==> src/rtl/alu_ctrl_decode_reg.sv <==
// ID->EX stage register for the ALU control path.
// Decodes the RV32I instruction held in Decode into the EX-stage ALU encoding.
// Selects operand b, then registers everything into EX with stall/flush control.
// Illegal encodings still flow down as valid instructions, flagged by illegal_e.

module alu_ctrl_decode_reg #(
   parameter int unsigned WIDTH = 32
) (
   input  logic             clk,
   input  logic             reset,
   input  logic             stall_e,
   input  logic             flush_e,
   input  logic             valid_d,
   input  logic [31:0]      instr_d,
   input  logic [WIDTH-1:0] rd1_d,
   input  logic [WIDTH-1:0] rd2_d,
   input  logic [WIDTH-1:0] imm_ext_d,
   output logic             valid_e,
   output logic [3:0]       alu_ctrl_e,
   output logic             funct7b5_e,
   output logic [WIDTH-1:0] src_a_e,
   output logic [WIDTH-1:0] src_b_e,
   output logic             alu_src_b_e,
   output logic             illegal_e
);

   // ALU operation encoding consumed by the EX-stage ALU
   localparam logic [3:0] AluAdd  = 4'b0000;
   localparam logic [3:0] AluSub  = 4'b0001;
   localparam logic [3:0] AluAnd  = 4'b0010;
   localparam logic [3:0] AluOr   = 4'b0011;
   localparam logic [3:0] AluXor  = 4'b0100;
   localparam logic [3:0] AluSr   = 4'b0101;
   localparam logic [3:0] AluSltu = 4'b0110;
   localparam logic [3:0] AluSll  = 4'b0111;
   localparam logic [3:0] AluSlt  = 4'b1000;

   // RV32I major opcodes
   localparam logic [6:0] OpR      = 7'b0110011;
   localparam logic [6:0] OpImm    = 7'b0010011;
   localparam logic [6:0] OpLoad   = 7'b0000011;
   localparam logic [6:0] OpStore  = 7'b0100011;
   localparam logic [6:0] OpLui    = 7'b0110111;
   localparam logic [6:0] OpAuipc  = 7'b0010111;
   localparam logic [6:0] OpJal    = 7'b1101111;
   localparam logic [6:0] OpJalr   = 7'b1100111;
   localparam logic [6:0] OpBranch = 7'b1100011;

   localparam logic [6:0] F7Zero = 7'b0000000;
   localparam logic [6:0] F7Alt  = 7'b0100000;

   logic [6:0] op;
   logic [2:0] f3;
   logic [6:0] f7;

   assign op = instr_d[6:0];
   assign f3 = instr_d[14:12];
   assign f7 = instr_d[31:25];

   // Decoded fields for the instruction currently in Decode
   logic [3:0]       alu_ctrl_d;
   logic             funct7b5_d;
   logic             alu_src_b_d;
   logic             illegal_d;
   logic [WIDTH-1:0] src_b_d;

   // Shared funct3 -> ALU op map for register and immediate ALU instructions
   function automatic logic [3:0] f3_to_alu(input logic [2:0] fn3);
      logic [3:0] res;
      res = AluAdd;
      unique case (fn3)
         3'b000: res = AluAdd;
         3'b001: res = AluSll;
         3'b010: res = AluSlt;
         3'b011: res = AluSltu;
         3'b100: res = AluXor;
         3'b101: res = AluSr;
         3'b110: res = AluOr;
         3'b111: res = AluAnd;
         default: res = AluAdd;
      endcase
      return res;
   endfunction

   // Instruction decode: ALU op, operand-b select and legality
   always_comb begin
      alu_ctrl_d  = AluAdd;
      alu_src_b_d = 1'b0;
      illegal_d   = 1'b0;

      unique case (op)
         OpR: begin
            alu_src_b_d = 1'b0;
            if (f3 == 3'b000 && f7 == F7Alt) begin
               alu_ctrl_d = AluSub;
            end else begin
               alu_ctrl_d = f3_to_alu(f3);
            end
            // Alternate funct7 only exists for SUB and SRA
            if (!(f7 == F7Zero || (f7 == F7Alt && (f3 == 3'b000 || f3 == 3'b101)))) begin
               illegal_d = 1'b1;
            end
         end
         OpImm: begin
            alu_src_b_d = 1'b1;
            alu_ctrl_d  = f3_to_alu(f3);
            // Upper immediate bits are shamt qualifiers only for the shifts
            if (f3 == 3'b001 && f7 != F7Zero) begin
               illegal_d = 1'b1;
            end
            if (f3 == 3'b101 && !(f7 == F7Zero || f7 == F7Alt)) begin
               illegal_d = 1'b1;
            end
         end
         OpLoad, OpStore, OpLui, OpAuipc, OpJal, OpJalr: begin
            alu_ctrl_d  = AluAdd;
            alu_src_b_d = 1'b1;
         end
         OpBranch: begin
            alu_src_b_d = 1'b0;
            unique case (f3)
               3'b000, 3'b001: alu_ctrl_d = AluSub;
               3'b100, 3'b101: alu_ctrl_d = AluSlt;
               3'b110, 3'b111: alu_ctrl_d = AluSltu;
               default:        illegal_d  = 1'b1;
            endcase
         end
         default: begin
            illegal_d = 1'b1;
         end
      endcase

      if (illegal_d) begin
         alu_ctrl_d  = AluAdd;
         alu_src_b_d = 1'b0;
      end
   end

   // Shift type only matters to the ALU for right shifts
   always_comb begin
      funct7b5_d = (alu_ctrl_d == AluSr) ? instr_d[30] : 1'b0;
      src_b_d    = alu_src_b_d ? imm_ext_d : rd2_d;
   end

   // EX register: reset > flush > stall > load; an invalid Decode loads a bubble
   always_ff @(posedge clk) begin
      if (reset || flush_e) begin
         valid_e     <= 1'b0;
         alu_ctrl_e  <= 4'b0000;
         funct7b5_e  <= 1'b0;
         src_a_e     <= '0;
         src_b_e     <= '0;
         alu_src_b_e <= 1'b0;
         illegal_e   <= 1'b0;
      end else if (stall_e) begin
         valid_e     <= valid_e;
         alu_ctrl_e  <= alu_ctrl_e;
         funct7b5_e  <= funct7b5_e;
         src_a_e     <= src_a_e;
         src_b_e     <= src_b_e;
         alu_src_b_e <= alu_src_b_e;
         illegal_e   <= illegal_e;
      end else if (!valid_d) begin
         valid_e     <= 1'b0;
         alu_ctrl_e  <= 4'b0000;
         funct7b5_e  <= 1'b0;
         src_a_e     <= '0;
         src_b_e     <= '0;
         alu_src_b_e <= 1'b0;
         illegal_e   <= 1'b0;
      end else begin
         valid_e     <= 1'b1;
         alu_ctrl_e  <= alu_ctrl_d;
         funct7b5_e  <= funct7b5_d;
         src_a_e     <= rd1_d;
         src_b_e     <= src_b_d;
         alu_src_b_e <= alu_src_b_d;
         illegal_e   <= illegal_d;
      end
   end

endmodule
==> config.mk <==
export PLATFORM = sky130hd
export DESIGN_NAME = alu_ctrl_decode_reg
export DESIGN_NICKNAME = d
export VERILOG_FILES = /design/src/rtl/alu_ctrl_decode_reg.sv
export SDC_FILE = /design/constraint.sdc
export NUM_CORES = 1
export LEC_CHECK = 0
export ABC_AREA = 1
export BUFFER_PORTS_ARGS = -buffer_cell sky130_fd_sc_hd__buf_2
export CORE_MARGIN = 10
export CORE_UTILIZATION = 45
export CTS_CLUSTER_DIAMETER = 200
export DETAILED_ROUTE_END_ITERATION = 12
export PLACE_DENSITY_LB_ADDON = 0.05
export SYNTH_ARGS = -nofsm -noshare
export SYNTH_HDL_FRONTEND = slang
export SYNTH_SLANG_ARGS = --single-unit
==> constraint.sdc <==
create_clock -name clk -period 1.9 [get_ports clk]
set_input_delay 0.38 -clock clk [delete_from_list [all_inputs] [get_ports clk]]
set_output_delay 0.38 -clock clk [all_outputs]
set_load 0.01 [all_outputs]
# Yosys cells after proc, flatten, opt, wreduce, memory -nomap -nowiden

Memories as Yosys holds them, arrays and structs flattened.
Index checks and enable logic that the tools add are counted.

Equality and inequality tests: 16
Muxes and demuxes: 20
Reductions and logical operators: 18

Operators with widths:

| kind                                                | count |
|---|---|
| two-way mux 32 bit                                  | 3 |
| equality test 7 x 6 -> 1 bit, second input constant | 4 |
| one-hot mux 4 bit (3 select lines)                  | 2 |
| equality test 7 bit, second input constant          | 3 |
| equality test 7 x 5 -> 1 bit, second input constant | 2 |
| equality test 3 bit, second input constant          | 4 |
| two-way mux 4 bit                                   | 3 |
| OR reduction 6 bit                                  | 2 |
| two-way mux 1 bit                                   | 11 |
| equality test 7 x 2 -> 1 bit, second input constant | 1 |
| logical NOT 7 bit                                   | 1 |
| nonzero test 7 bit                                  | 1 |
| OR reduction 7 bit                                  | 1 |
| OR reduction 2 bit                                  | 3 |
| equality test 4 x 3 -> 1 bit, second input constant | 1 |
| logical AND 1 bit                                   | 4 |
| logical OR 1 bit                                    | 4 |
| one-hot mux 1 bit (4 select lines)                  | 1 |
| equality test 3 x 1 -> 1 bit, second input constant | 1 |
| logical NOT 3 bit                                   | 1 |
| logical NOT 1 bit                                   | 1 |

Bits in registers: 72
Bits in read-only memories: 64
Input bits: 133
Logic and storage cells: 63
Memories: 2

Memory list:

| name            | words | width | read ports | clocked after memory_dff | write ports | RTL line | source |
|---|---|---|---|---|---|---|---|
| (no name shown) | 8     | 4     | 1          | 0                        | 0           | 71       | `unique case (fn3)` |
| (no name shown) | 8     | 4     | 1          | 0                        | 0           | 71       |  |

# Longest topological paths before layout

Gate-level depths: netlist of the first run.

Depth after elaboration: 10
Gate-level depth with buffers: 13

# Least setup slack after synthesis of the first run

Ideal clock, no wire load.

Kind: input to register
Start: input instr_d[12]
End: register src_b_e[22]
Library setup time: 0.143 ns
Arrival time: 1.482 ns
Required time: 1.757 ns
Slack: 0.275 ns
Stages: 13
Buffers on the path: 2
Cell sequence: inv_1 -> ha_1 -> nand2_1 -> nor2_1 -> nand2_1 -> nand3_2 -> inv_2 -> nor2_2 -> buf_6 -> buf_8 -> nand3_2 -> nand3_2 -> a21oi_2

Longest elaborated chain between the ends: 9

RTL lines:

| element                                                  | RTL line      | source |
|---|---|---|
| from (decl)                                              | 14            | `input logic [31:0] instr_d,` |
| equality test 3 bit or logical NOT 3 bit (tied branches) | 100, 111, 121 |  |
| logical OR 1 bit                                         | 100           | `if (!(f7 == F7Zero \|\| (f7 == F7Alt && (f3 == 3'b000 \|\| f3 == 3'b101)))) begin` |
| logical AND 1 bit                                        | 100           |  |
| logical OR 1 bit                                         | 100           |  |
| two-way mux 1 bit                                        | 100           |  |
| one-hot mux 1 bit (4 select lines) *                     | 91            | `unique case (op)` |
| two-way mux 1 bit *                                      | 133           | `if (illegal_d) begin` |
| two-way mux 32 bit *                                     | 142           | `src_b_d = alu_src_b_d ? imm_ext_d : rd2_d;` |
| two-way mux 32 bit *                                     | 163           | `end else if (!valid_d) begin` |
| to (signal assigned)                                     | 160           | `src_b_e <= src_b_e;` |
| to (signal assigned)                                     | 176           | `src_b_e <= src_b_d;` |
| to (decl)                                                | 22            | `output logic [WIDTH-1:0] src_b_e,` |

Mark *: on every way between the ends. The rest lies on a longest branch, timed or not.
A chain may end at the register's enable or synchronous reset.

# Final worst setup path of the first run

Start: input instr_d[13]
End: register src_b_e[7]

Same word-level chain as after synthesis.

==> results of run 1 <==
==> area by class of cell <==
| class | instances | area [µm²] | share of cell area |
|---|---|---|---|
| Antenna cell | 1 | 2.502 | 0.0004973 |
| Inverter | 75 | 281.5 | 0.05594 |
| Multi-Input combinational cell | 343 | 1846 | 0.3667 |
| Tap cell | 105 | 131.4 | 0.02611 |
| Timing Repair Buffer | 202 | 1119 | 0.2223 |
| Clock buffer | 10 | 127.6 | 0.02536 |
| Sequential cell | 72 | 1441 | 0.2864 |
| Clock inverter | 6 | 83.83 | 0.01666 |
==> worst max-delay path by stage <==
stage,slack [ns],endpoint,start,depth (start not counted)
after global routing,0.24,src_b_e[7]$_SDFFE_PP0N_,instr_d[13],13
after CTS,0.38,src_b_e[7]$_SDFFE_PP0N_,instr_d[13],13
after detailed placement,0.04,src_b_e[6]$_SDFFE_PP0N_,instr_d[13],13
final,0.39,src_b_e[7]$_SDFFE_PP0N_,instr_d[13],13
after floorplan,0.27,src_b_e[22]$_SDFFE_PP0N_,instr_d[12],13
after global placement,0.07,src_b_e[8]$_SDFFE_PP0N_,instr_d[12],13
==> logic make-up after synthesis <==
kind of cell / Yosys count
flip-flops: 72
AO/OA/AOI/OAI: 78
buffers and inverters: 108
adder cells (fa/ha/maj): 3
AND/OR/NAND/NOR: 262
==> through the flow <==
step / utilization / area, µm² / power, mW / instances / setup slack [ns]
after floorplan: - / 3724 / 1.830 / 523 / 0.2748
after global placement: 0.5924 / 4818 / 2.038 / 797 / 0.06677
after detailed placement: 0.5924 / 4818 / 2.048 / 797 / 0.04499
after CTS: 0.6184 / 5030 / 3.362 / 813 / 0.3822
after global routing: 0.6184 / 5030 / 3.480 / 813 / 0.2412
final: 0.6187 / 5032 / 3.339 / 814 / 0.3909
==> cells in the final DEF (no fill, tap or decap), drive strengths merged, types with 3 or more instances in the layout <==
master  count
inv        75
nand2     158
buf       202
nand3      78
a21oi      72
ha          3
clkbuf     10
dfxtp      72
nor2       20
clkinv      4
o21ai       4
==> sequential cells by signal, indices dropped and copies added (netlist names) <==
signal	cells
valid_e	1
funct7b5_e	1
src_b_e	32
alu_src_b_e	1
illegal_e	1
alu_ctrl_e	4
src_a_e	32
==> layer usage <==
layer  up-vias  wire, µm  GRT usage  share of wire
met4         0        89    0.04167         0.0076
li1       2001         -          -              -
met3         9       948    0.06331          0.081
met1      1738      5232     0.2165           0.45
met5         -         0          0              0
met2       126      5486     0.3042           0.47
==> where the power goes <==
group	switching (mW)	internal (mW)	total, mW
logic	0.263	0.197	0.461
clock network	0.592	0.736	1.33
registers	0.0133	1.54	1.55
total	0.869	2.47	3.34
==> worst reg2reg max path, stage by stage (launching register included) <==
cell and delay (ns):
dfxtp_1 0.37, nand2_1 0.08, a21oi_2 0.14
==> flow_summary_export.csv, run 1 <==
group,metric,value,unit
placed_design,place.gp.congestion,0.8117,
cells_and_area,fillers,783,
yosys,yosys.area.top_type,"dfxtp_1",
clock_network,cts_tree,"done",
hold_path,hold_end,"src_a_e[7]$_SDFFE_PP0N_",
run_status,status,"completed",
pwr,p_per_area,663.4,nW/µm²
clock_network,htree_levels,3,
pwr,ir_worst_vdd,0.3167,mV
yosys,netlist_instances,523,
clock_network,clkTransAtPathRegs,0.08,ns
placed_design,io_buffers,189,
sta,min_period_over_period,0.7943,
pwr,leakage,2.500,nW
worst_setup_path,worstPathCellList,"buf_2 > inv_1 > ha_1 > nand2_1 > nand2_1 > nand2_1 > nand3_2 > inv_2 > nor2_4 > buf_12 > nand3_1 > nand3_1 > a21oi_1",
clock_network,post_cts_buffers,0,
sta,setup_viol,0,
floorplan,core,8134,µm²
sta,fmax,662.7,MHz
yosys,ys_ff_latch,72,
worst_setup_path,cp.required,2.10,ns
sta,maxSlewHeadroom,0.6363,
hold_path,hold_class,"input port to flop",
floorplan,die-area,12310,µm²
clock_network,cts_made_buffers,9,
worst_setup_path,crit_buf_inv,4,
yosys,synth_edf_count,0,
yosys,yosysMostFrequentCell,"nand2_1",
yosys,avgSynthCellArea,7.120,µm²
sta,worst_pin_slew,0.5455,ns
drt,wl_per_cell,14.44,µm
sta,slew_violations,0,
global_route,grt_first_pass_wirelength,18.98,mm
hold_path,hold_depth,3,
clock_network,cts-resized-gates,0,
yosys,yosysTopAreaCellShare,0.3871,
floorplan,die_width,111.0,µm
yosys,synth_xor_xnor_area_share,0,
global_route,track_usage,0.1813,
job,max_cap_violations,0,
drt,drt-initial-drc-count,178,
clock_network,clock_path_buffers,2,
yosys,synthAdderAreaFrac,0.01008,
placed_design,dp_hpwl,8.620,mm
yosys,yosysSeqAreaShare,0.3871,
clock_network,cts.sinks,72,
hold_path,min_from,"rd1_d[7]",
drt,dr.pass1.iters,5,
sta,fin_crit,1.509,ns
drt,vias,3874,
worst_setup_path,reg2reg_depth,2,
global_route,grt-ovfl-total,0,
yosys,syn_nets,659,
clock_network,clkLatencyLatePin,0.33,ns
worst_setup_path,crit_family,"simple AND/OR/NAND/NOR gates",
floorplan,start_util,0.4578,
cells_and_area,syn_to_final_growth,35.15,%
worst_setup_path,cp-end-kind,"flop",
sta,whs,0.2800,ns
yosys,ys_types,25,
cells_and_area,drive_gt1_frac,0.4110,
worst_setup_path,critPathKind,"input port to flop",
sta,skew,0,ns
floorplan,fp.dieH,111.0,µm
global_route,antenna_found_initial,1,
worst_setup_path,worstPathMaxFanout,20,
clock_network,hold_buffers,0,
clock_network,cts-root-buf,"clkbuf_8",
cells_and_area,nets,839,
yosys,synth-compound-area-share,0.1263,
drt,ant_nets,0,
drt,drcViolationCount,0,
yosys,async_flop_share,0,
yosys,ys_warn_count,0,
yosys,synth_area_leaders,"dfxtp_1 39%, nand2_1 16%, nand3_2 12%, inv_1 7.1%, a21oi_1 7.0%",
floorplan,rows,33,
global_route,grt_max_degree,73,
floorplan,pin_count,205,
sta,tns,0,ns
worst_setup_path,timing.critical_path.mode_cell,"nand2_1",
yosys,synth.area.mux_share,0,
drt,wl,11.76,mm
worst_setup_path,r2r_end,"src_b_e[31]$_SDFFE_PP0N_",
sta,hold_viol,0,
yosys,synth_top_family_by_area,"simple AND/OR/NAND/NOR gates",
worst_setup_path,cp_data_arrival_time,1.71,ns
worst_setup_path,cp-start-kind,"input port",
global_route,first_global_vias,3828,
sta,rsz0062_at_grt,"no",
yosys,netlist_area,3724,µm²
worst_setup_path,cp_slowest_cell,"ha_1",
worst_setup_path,max_stage_delay,0.21,ns
worst_setup_path,r2r_slack,1.26,ns
yosys,synth-main-ff-cell,"dfxtp_1",
drt,avgViaCountPerCell,4.759,
yosys,synthTopCellsByCount,"158 x nand2_1, 72 x dfxtp_1, 70 x inv_1",
yosys,synthSimpleGateAreaFrac,0.3558,
worst_setup_path,r2r-start,"src_b_e[31]$_SDFFE_PP0N_",
No activity file was read; power rests on OpenSTA's default activity.
==> run 2: changes to the inputs <==
--- a/config.mk
+++ b/config.mk
@@ -5,10 +5,10 @@
 export SDC_FILE = /design/constraint.sdc
 export NUM_CORES = 1
 export LEC_CHECK = 0
-export ABC_AREA = 1
+export ABC_AREA = 0
 export BUFFER_PORTS_ARGS = -buffer_cell sky130_fd_sc_hd__buf_2
 export CORE_MARGIN = 10
-export CORE_UTILIZATION = 45
+export CORE_UTILIZATION = 41
 export CTS_CLUSTER_DIAMETER = 200
 export DETAILED_ROUTE_END_ITERATION = 12
 export PLACE_DENSITY_LB_ADDON = 0.05
==> constraint.sdc (replaced) <==
create_clock -name clk -period 1.55 [get_ports clk]
set_input_delay 0.31 -clock clk [delete_from_list [all_inputs] [get_ports clk]]
set_output_delay 0.31 -clock clk [all_outputs]
set_load 0.01 [all_outputs]
==> run 2 against run 1 <==
Net effect:
- the flow now finishes with violations (setup timing)
- register-to-register slack got worse by 0.56 ns
- count of clock-buffer cells in the layout unchanged
- first-iteration DRC count rose by 7.3%
- sequential share of layout area grew 2.7 points
- critical path depth down 5
- sequential power grew 23%
- critical endpoint is now src_b_e[6]$_SDFFE_PP0N_
==> flow_summary_export.csv, run 2 <==
group,metric,value,unit
pwr,ir_worst_vdd,0.5711,mV
floorplan,pin_count,205,
clock_network,cts-root-buf,"clkbuf_8",
placed_design,place.gp.congestion,0.8059,
yosys,synth-compound-area-share,0.2543,
yosys,avgSynthCellArea,10.06,µm²
cells_and_area,layout_common_cells,"186 x buf_2, 72 x dfxtp_1, 42 x nor2_1, 34 x and3_1, 34 x a22oi_1",
sta,min_period_over_period,1.045,
global_route,grt_max_degree,40,
worst_setup_path,cp-end-kind,"flop",
global_route,track_usage,0.1767,
cells_and_area,drive_gt1_frac,0.5108,
drt,vias,3163,
cells_and_area,layout_commonest_cell,"buf_2",
cells_and_area,antenna_cells,0,
yosys,netlist_instances,296,
clock_network,clock_path_buffers,2,
yosys,synthTopCellsByCount,"72 x dfxtp_1, 43 x nor2_1, 34 x a22oi_1, 34 x and3_1, 32 x a221o_1",
drt,drt-initial-drc-count,191,
yosys,synth_top_family_by_area,"compound AO/OA/AOI/OAI gates",
sta,fmax,617.2,MHz
sta,tns,-1.587,ns
drt,drcViolationCount,0,
yosys,netlist_area,2977,µm²
clock_network,cts_tree,"done",
sta,setup_viol,32,
placed_design,place_worst_setup_slack,-0.7254,ns
pwr,leakage,2.333,nW
clock_network,clkTransAtPathRegs,0.08,ns
sta,maxSlewHeadroom,0.5552,
worst_setup_path,cp.required,1.78,ns
floorplan,core,7137,µm²
pwr,finalPower,4.354,mW
yosys,yosysTopAreaCellShare,0.4842,
floorplan,die-area,11070,µm²
worst_setup_path,cp-start-kind,"input port",
placed_design,dp_hpwl,7.808,mm
clock_network,hold_buffers,0,
worst_setup_path,timing.critical_path.mode_cell,"buf_6",
worst_setup_path,cp_data_arrival_time,1.85,ns
yosys,ys_ff_latch,72,
drt,wl_per_cell,17.49,µm
worst_setup_path,max_stage_delay,0.34,ns
clock_network,cts_made_buffers,9,
yosys,synth-main-ff-cell,"dfxtp_1",
yosys,synth.area.mux_share,0.003363,
sta,skew,0,ns
yosys,yosysMostFrequentCell,"dfxtp_1",
sta,worst_pin_slew,0.6673,ns
clock_network,clkLatencyLatePin,0.33,ns
cells_and_area,reg_top3,"src_a_e x32, src_b_e x32, alu_ctrl_e x4",
drt,dr.pass1.iters,4,
clock_network,cts.sinks,72,
yosys,synth_area_leaders,"dfxtp_1 48%, a221o_1 11%, a22oi_1 8.6%, and3_1 7.1%, nor2_1 5.4%",
drt,wl,10.67,mm
yosys,synthAdderAreaFrac,0.01261,
worst_setup_path,cp_slowest_cell,"a311oi_4",
global_route,antenna_found_initial,0,
run_status,status,"finished, violations left",
cells_and_area,fillers,675,
pwr,p_per_area,947.8,nW/µm²
yosys,async_flop_share,0,
clock_network,htree_levels,3,
floorplan,rows,31,
sta,rsz0062_at_grt,"yes",
sta,hold_viol,0,
global_route,grt-ovfl-total,0,
sta,slew_violations,0,
yosys,synthSimpleGateAreaFrac,0.2009,
worst_setup_path,crit_buf_inv,3,
yosys,synth_xor_xnor_area_share,0,
floorplan,fp.dieH,105.2,µm
hold_path,hold_class,"input port to flop",
job,max_cap_violations,0,
global_route,first_global_vias,3185,
cells_and_area,syn_to_final_growth,54.31,%
global_route,grt_first_pass_wirelength,16.07,mm
worst_setup_path,crit_family,"compound AO/OA/AOI/OAI gates",
worst_setup_path,r2r_slack,0.70,ns
sta,setup_slack,-0.07012,ns
floorplan,start_util,0.4171,
cells_and_area,nets,643,
worst_setup_path,critPathKind,"input port to flop",
yosys,synth_edf_count,0,
sta,fin_crit,1.620,ns
yosys,yosys.area.top_type,"dfxtp_1",
drt,avgViaCountPerCell,5.185,
yosys,ys_types,40,
worst_setup_path,worstPathCellList,"buf_6 > and3b_2 > nand3_4 > buf_6 > a311oi_4 > nor4_4 > clkbuf_16 > a221o_1",
run_status,violations,"setup timing",
yosys,syn_nets,432,
yosys,ys_warn_count,0,
floorplan,die_width,105.2,µm
worst_setup_path,worstPathMaxFanout,16,
yosys,yosysSeqAreaShare,0.4842,
drt,ant_nets,0,
placed_design,io_buffers,189,
==> run 2: changes by cell type in the layout (fill, tap and decap cells not counted), sizes merged, moves of 3 or more <==
| cell | delta |
|---|---|
| nand2 | -147 |
| a21oi | -68 |
| nand3 | -77 |
| inv | -73 |
| clkinv | -3 |
| and3 | +34 |
| buf | +22 |
| nor2 | +23 |
| a221o | +32 |
| nor4 | +3 |
| a22oi | +34 |
| a32oi | +3 |
==> run 2: cells by family (layout without fill, tap and decap cells) <==
family	after synthesis	count (layout)
AOI/OAI and AO/OA	85	86
adders and majority gates	3	3
buffers and inverters	28	242
DFF	72	72
muxes	1	1
and+or+nand+nor	107	107
==> run 2: worst paths after layout <==
kind                         startpoint                          to  cells after the start
max                          instr_d[2]     src_b_e[6]$_SDFFE_PP0N_                      8
min                            rd2_d[3]     src_b_e[3]$_SDFFE_PP0N_                      2
max reg2reg    src_b_e[17]$_SDFFE_PP0N_    src_b_e[17]$_SDFFE_PP0N_                      2
min reg2reg  alu_ctrl_e[1]$_SDFFE_PP0N_  alu_ctrl_e[1]$_SDFFE_PP0N_                      2
==> run 2: worst register-to-register path, cell delays in order, from the launching register on <==
cell and delay (ns):
dfxtp_1 0.32, and3_1 0.16, a221o_1 0.26
==> run 2: metrics by stage <==
stage	utilization	cell area (µm²)	cells	hold WS (ns)
global placement	0.5856	4179	587	0.4306
CTS	0.6334	4521	604	0.1682
global route	0.6436	4593	610	0.1684
floorplan	-	3042	296	0.4478
finish	0.6436	4593	610	0.1880
detailed placement	0.5856	4179	587	0.4480
==> run 2: power breakdown <==
part           internal, mW  switching (mW)
clock network          1.27           0.690
registers              1.88          0.0164
logic                 0.252           0.241
total                  3.41           0.947
==> run 2: layer usage <==
layer  up-vias  GRT usage  wire (µm)
met2       117     0.2991       5310
met3         6    0.06511        757
met1      1485     0.2028       4535
li1       1555          -          -
met5         -          0          0
met4         0    0.05294         65
==> run 2: area by class of cell <==
class                           instances  area [µm²]  share of cell area
Timing Repair Buffer                  225        1289              0.2806
Inverter                                2       15.01            0.003269
Clock inverter                          5       128.9             0.02806
Sequential cell                        72        1441              0.3138
Multi-Input combinational cell        197        1458              0.3174
Tap cell                               99       123.9             0.02697
Clock buffer                           10       137.6             0.02996
==> run 2: what timing repair did <==
action                     4_1_cts  5_1_grt
setup endpoints to repair       32       33
gates resized for setup         13        3
buffers inserted                 1        6
cloned                           1        1
pin swaps                        2        3
